## config.mk

```make
export PLATFORM = sky130hd
export DESIGN_NAME = inst_fetch_queue
export DESIGN_NICKNAME = d
export VERILOG_FILES = /design/src/rtl/inst_fetch_queue.sv
export SDC_FILE = /design/constraint.sdc
export NUM_CORES = 2
export LEC_CHECK = 0
export BUFFER_PORTS_ARGS = -buffer_cell sky130_fd_sc_hd__buf_2
export CAP_MARGIN = 0
export CORE_ASPECT_RATIO = 2
export CORE_MARGIN = 5
export CORE_UTILIZATION = 56
export CTS_CLUSTER_SIZE = 10
export DETAILED_ROUTE_END_ITERATION = 8
export PLACE_DENSITY = 0.84
export SLEW_MARGIN = 20
export SYNTH_ARGS = -nofsm -noshare
export SYNTH_HDL_FRONTEND = slang
export SYNTH_SLANG_ARGS = --single-unit
```

## constraint.sdc

```tcl
create_clock -name clk -period 6.7 [get_ports clk]
set_input_delay 1.34 -clock clk [delete_from_list [all_inputs] [get_ports clk]]
set_output_delay 1.34 -clock clk [all_outputs]
set_load 0.005 [all_outputs]
```

## src/rtl/inst_fetch_queue.sv

```systemverilog
// Instruction fetch queue: a single-outstanding fetcher that fills a circular buffer
// and presents the two oldest instructions, with their pcs, to the scheduler.
module inst_fetch_queue #(
    parameter int unsigned     DEPTH    = 16,
    parameter int unsigned     XLEN     = 32,
    parameter logic [XLEN-1:0] RESET_PC = '0
) (
    input  logic                       clk,
    input  logic                       rst_n,
    input  logic                       freeze,
    input  logic [1:0]                 consume_cnt,
    input  logic                       redirect,
    input  logic [XLEN-1:0]            redirect_pc,
    output logic                       mem_req,
    output logic [XLEN-1:0]            mem_addr,
    input  logic [XLEN-1:0]            mem_rdata,
    input  logic                       mem_valid,
    output logic [XLEN-1:0]            ins0,
    output logic [XLEN-1:0]            ins1,
    output logic [XLEN-1:0]            ins0_pc,
    output logic [XLEN-1:0]            ins1_pc,
    output logic                       ins0_valid,
    output logic                       ins1_valid,
    output logic [$clog2(DEPTH):0]     count,
    output logic                       empty,
    output logic                       full
);

    localparam int unsigned PTR_W = $clog2(DEPTH);
    localparam int unsigned CNT_W = PTR_W + 1;

    logic [XLEN-1:0]  instr_q [DEPTH];
    logic [XLEN-1:0]  pc_q    [DEPTH];

    logic [PTR_W-1:0] head_q, head_d;
    logic [PTR_W-1:0] tail_q, tail_d;
    logic [PTR_W-1:0] head_p1;
    logic [CNT_W-1:0] count_q, count_d;
    logic [XLEN-1:0]  fetch_pc_q, fetch_pc_d;
    logic             outstanding_q, outstanding_d;
    logic             discard_q, discard_d;

    logic [1:0]       want;
    logic [1:0]       pops;
    logic             push;

    // A request, once raised, is held until its response; a new one needs a free slot.
    // Gating with rst_n keeps the request low while reset is held.
    assign mem_req  = rst_n && !discard_q && (outstanding_q || (count_q < CNT_W'(DEPTH)));
    assign mem_addr = fetch_pc_q;
    assign push     = mem_req && mem_valid && !redirect;

    always_comb begin
        want = (consume_cnt == 2'd3) ? 2'd2 : consume_cnt;
        pops = want;
        if (freeze || redirect) begin
            pops = 2'd0;
        end else if (CNT_W'(want) > count_q) begin
            pops = count_q[1:0];
        end
    end

    always_comb begin
        head_d        = head_q;
        tail_d        = tail_q;
        count_d       = count_q;
        fetch_pc_d    = fetch_pc_q;
        outstanding_d = outstanding_q;
        discard_d     = discard_q;
        if (redirect) begin
            head_d        = '0;
            tail_d        = '0;
            count_d       = '0;
            fetch_pc_d    = redirect_pc;
            outstanding_d = 1'b0;
            // Any request still in flight will answer later and must be thrown away.
            discard_d     = !mem_valid && (discard_q || mem_req);
        end else begin
            head_d        = head_q + PTR_W'(pops);
            tail_d        = tail_q + PTR_W'(push);
            count_d       = count_q + CNT_W'(push) - CNT_W'(pops);
            if (push) begin
                fetch_pc_d = fetch_pc_q + XLEN'(4);
            end
            outstanding_d = mem_req && !mem_valid;
            discard_d     = discard_q && !mem_valid;
        end
    end

    always_ff @(posedge clk or negedge rst_n) begin
        if (!rst_n) begin
            head_q        <= '0;
            tail_q        <= '0;
            count_q       <= '0;
            fetch_pc_q    <= RESET_PC;
            outstanding_q <= 1'b0;
            discard_q     <= 1'b0;
        end else begin
            head_q        <= head_d;
            tail_q        <= tail_d;
            count_q       <= count_d;
            fetch_pc_q    <= fetch_pc_d;
            outstanding_q <= outstanding_d;
            discard_q     <= discard_d;
        end
    end

    always_ff @(posedge clk) begin
        if (push) begin
            instr_q[tail_q] <= mem_rdata;
            pc_q[tail_q]    <= fetch_pc_q;
        end
    end

    assign head_p1    = head_q + PTR_W'(1);
    assign ins0_valid = (count_q != '0);
    assign ins1_valid = (count_q >= CNT_W'(2));
    // Unoccupied slots read as zero so stale storage never leaks out.
    assign ins0       = ins0_valid ? instr_q[head_q]  : '0;
    assign ins0_pc    = ins0_valid ? pc_q[head_q]     : '0;
    assign ins1       = ins1_valid ? instr_q[head_p1] : '0;
    assign ins1_pc    = ins1_valid ? pc_q[head_p1]    : '0;
    assign count      = count_q;
    assign empty      = (count_q == '0);
    assign full       = (count_q == CNT_W'(DEPTH));

endmodule
```

Word level (Yosys, flattened, before mapping):

Memory sizes are Yosys's and may differ from the RTL's.
Cells that the tools add are included.
Widths: inputs -> output; s select.

* register bits after elaboration: 47
* memory bits (writable): 1024
* input port bits: 71
* memories: 2

Memory list
* instr_q: depth 16, width 32, rd ports 2, clocked after memory_dff 0, wr ports 1, line 32 `logic [XLEN-1:0] instr_q [DEPTH];`
* pc_q: depth 16, width 32, rd ports 2, clocked after memory_dff 0, wr ports 1, line 33 `logic [XLEN-1:0] pc_q [DEPTH];`

* add/sub/neg operators: 6
* magnitude comparators: 3
* equality and inequality tests: 2
* mux-type cells: 16
* reduce and logical (&&, ||, !) cells: 16

Operator list (number)
* $mux 32: 6
* $add 32x3->32 const B: 1
* $mux 4: 2
* $logic_and 1x1->1: 7
* $mux 2: 3
* $add 5x1->5: 1
* $eq 5x5->1 const B: 1
* $ge 5x2->1 const B: 1
* $gt 2x5->1: 1
* $logic_not 5->1: 1
* $lt 5x5->1 const B: 1
* $mux 5: 1
* $reduce_bool 5->1: 1
* $sub 5x2->5: 1
* $add 4x1->4: 1
* $add 4x1->4 const B: 1
* $add 4x2->4: 1
* $mux 1: 4
* $logic_not 1->1: 3
* $logic_or 1x1->1: 3
* $eq 2x2->1 const B: 1
* $reduce_bool 2->1: 1

Depth between registers and ports, before layout:

* depth after elaboration: 8
* gate-level depth with buffers: 16
* gate-level depth less buffers: 16

Worst setup path after synthesis:

Ideal clock, no wire load.

* path type: in2reg
* start point: input port redirect
* end point: memory instr_q[0][0] (enable)
* setup time: 0.565 ns
* arrival time: 6.490 ns
* required time: 6.135 ns
* path slack: -0.355 ns
* stages: 5
* path through: clkbuf_1 -> nor2_1 -> nand4_1 -> or3_1 -> nor3_1

* longest elaborated chain between the ends: 4

RTL lines
* start: declaration: line 12 `input logic redirect,`
* $logic_not 1->1: line 51 `assign push = mem_req && mem_valid && !redirect;`
* $logic_and 1x1->1: line 51
* $mux 1: line 109 `if (push) begin`
* $mux 1 (implied by the code): line 110 `instr_q[tail_q] <= mem_rdata;`
* end: declaration: line 32

Every way passes these cells.

Worst setup path after layout:

* start point: register head_q[1]
* end point: output port ins1_pc[28]

* longest elaborated chain between the ends: 3

RTL lines
* start: declaration: line 35 `logic [PTR_W-1:0] head_q, head_d;`
* start signal: assignment: line 92 `head_q <= '0;`
* start signal: assignment: line 99 `head_q <= head_d;`
* $add 4x1->4: line 115 `assign head_p1 = head_q + PTR_W'(1);`
* $mem_v2 16x32
* $mux 32: line 122 `assign ins1_pc = ins1_valid ? pc_q[head_p1] : '0;`
* end: declaration: line 21 `output logic [XLEN-1:0] ins1_pc,`

Every way passes these cells.

==> out/results.ini <==
[cells_and_area]
nNetsFinal=2783
final_core_util_pct=62.9
drive_above_1_share_pct=35.5
seq_area_sq_mm=0.0319
nFillCells=5901
multi_input_area_sq_mm=0.0168
syn2layout_area_growth_pct=11.5

[sta]
worst_slew_pin_slew_ns=1.15
hold_viol=0
setup-tns-final_ns=0
hold_slack_ns=0.522
finalSetupViolations=0
min_period_ns=5.66
layout_worst_path_cycle_share_pct=84.5
relSlewSlack_pct=23.3
fin_skew_ns=0.0421
rsz0062_at_grt=false
final_max_slew_viol_count=0
fmax_mhz=177

[setup_path]
critical_path_arrival_ns=4.32
crit_type=flop to primary output
crit_fanout=42
cp-start-kind=flop
required_ns=5.36
crit_path_end_kind=primary output

[floorplan]
rows=154
coreArea_sq_mm=0.0881
dieWidth_microns=221
die_y_microns=431
initial_core_util_pct=56.4
ioPinCount=241
dieArea_sq_mm=0.0951

[placement]
io_buffers=240
dp_hpwl_mm=76.5
gp_congestion=0.816

[yosys]
syn_inst=2454
yosysUniqueCellTypes=56
ys_seq_area_share_pct=64.3
syn_nets=2545
synth_edf_count=1024
synth-main-ff-cell=edfxtp_1
ys_seq_elements=1071
async_flop_share_pct=4.39
synth_area_sq_mm=0.0497
syn_avg_cell_area_sq_um=20.2
yosys_warnings=0

[worst_hold_path]
hp-class=flop to flop

[cts]
clock_latency_ns=0.73
cts_tree=done
cts_resized=0
cts_root_buffer=clkbuf_16
ctsHoldBuffers=0
cts.sinks=1071
cts_setup_buffers=0
htree_levels=3
numCtsBuffers=117
clkSlewWorstSetupHoldPaths_ns=0.06
clk_path_buf_depth=3

[route]
ant_nets=0
firstDrtPassIters=5
wire_per_inst_microns=33.8
routed_wl_mm=132
drt_iter0_drc=3173
vias=27800
drc_errors=0
via_per_inst=7.12

[global_route]
grt_pass1_vias=29400
grt_max_degree=160
antenna_found_initial=13
overflow=0
grt_pass1_wl_mm=194
grt_util_all_layers_pct=28.0

[pwr]
p_leak_nw=17.7
peakVddDrop_uv=222
power.density_mw_per_mm2=297

[flow_run]
drv_cap=0

[run_status]
status=complete, no violations

-- per-stage QoR --
stage               cell area, sq um  worst slack (ns)  std cells  power, mW
global route                   55400             0.868       3899       17.0
CTS                            55300             0.982       3895       16.5
finish                         55400              1.04       3902       16.4
detailed placement             52200              1.76       3742       11.0
global placement               52100              1.80       3741       10.9
floorplan                      49700              1.36       2454       9.73
-- cell usage in the layout, fill, tap and decap left out, drive strengths merged, types with 4 or more instances in the layout --
master  netlist  final
nor2b         7      7
dfrtp        47     47
nand3         9      9
diode         0      6
nor3         22     22
mux2          4      4
mux2i       258    258
inv          19     20
and3          4      4
o22ai       117    117
nor4          7      7
o21ai        41     41
and4          4      4
edfxtp     1024   1024
nand4        10     10
nand2b        5      5
a22oi        10     10
mux4        501    501
ha           18     18
a21oi        14     14
nand2        51     51
xnor2        30     30
a221oi       10     10
nor2         34     34
xor2          7      7
clkbuf       27    150
buf         157    303
-- worst max-delay path, cell delays in order, from the launching register on --
cell and delay [ns]:
dfrtp_4 1.02, and2_0 0.48, nand2_1 0.16, xor2_2 0.19
nand2_4 0.44, buf_4 0.67, o22ai_1 0.36, buf_2 0.25
-- logic make-up (layout without fill, tap and decap cells) --
| group | Yosys count | after routing | synth area share [%] |
|---|---|---|---|
| other | 0 | 6 | 0 |
| AOI/OAI and AO/OA | 197 | 197 | 2.46 |
| and+or+nand+nor | 163 | 163 | 1.75 |
| DFF | 1071 | 1071 | 64.3 |
| adders and majority gates | 20 | 20 | 0.534 |
| xor gates and xnor gates | 37 | 37 | 0.668 |
| muxes | 763 | 763 | 28.0 |
| buffers and inverters | 203 | 475 | 2.31 |
-- Yosys cell counts (all sizes together), types with 9 or more instances --
cell | number | area (sq um)
mux2i | 258 | 2580
clkbuf | 27 | 101
nand2 | 51 | 201
a221oi | 10 | 87.6
nand3 | 9 | 50.1
nand4 | 10 | 75.1
ha | 18 | 225
edfxtp | 1024 | 30700
xnor2 | 30 | 263
nor2 | 34 | 130
o21ai | 41 | 205
buf | 157 | 977
a22oi | 10 | 75.1
dfrtp | 47 | 1180
inv | 19 | 71.3
a21oi | 14 | 70.1
o22ai | 117 | 738
mux4 | 501 | 11300
nor3 | 22 | 115
-- final cells by class --
cell class,count,share of cell area [%]
multi-input combinational,1180,30.3
inverter,19,0.138
timing repair buffer,303,3.53
sequential,1071,57.6
clock inverter,3,0.104
antenna,6,0.0271
tap,1170,2.64
clock buffer,150,5.62
-- where the power goes --
part           switching, mW  internal (mW)  total (mW)
combinational           1.82           1.41        3.24
sequential             0.157           7.44        7.60
clock                   2.42           3.19        5.61
total                   4.40           12.0        16.4
-- worst paths after layout --
| kind | startpoint | to | slack [ns] | cells past startpoint |
|---|---|---|---|---|
| min | discard_q | discard_q | 0.52 | 2 |
| max | head_q[1] | ins1_pc[28] | 1.04 | 7 |
| min reg2reg | discard_q | discard_q | 0.52 | 2 |
| min in group asynchronous | rst_n | mem_addr[3] | 0.79 | 2 |
| max reg2reg | count[1] | count[4] | 3.00 | 16 |
| max in group asynchronous | rst_n | head_q[1] | 5.36 | 2 |
-- registers in the layout, indices dropped and copies added (netlist names) --
signal,cells
instr_q,512
pc_q,512
outstanding_q,1
count,5
discard_q,1
head_q,4
tail_q,4
mem_addr,32
-- routing by layer --
layer	part of all wire, %	vias up	GRT usage [%]
met4	3.8	8	10.6
met5	0.041	-	0
li1	-	11000	-
met2	52	1716	47.5
met3	9.2	322	5.43
met1	35	14700	36.1
(Power assumes the default switching activity.)
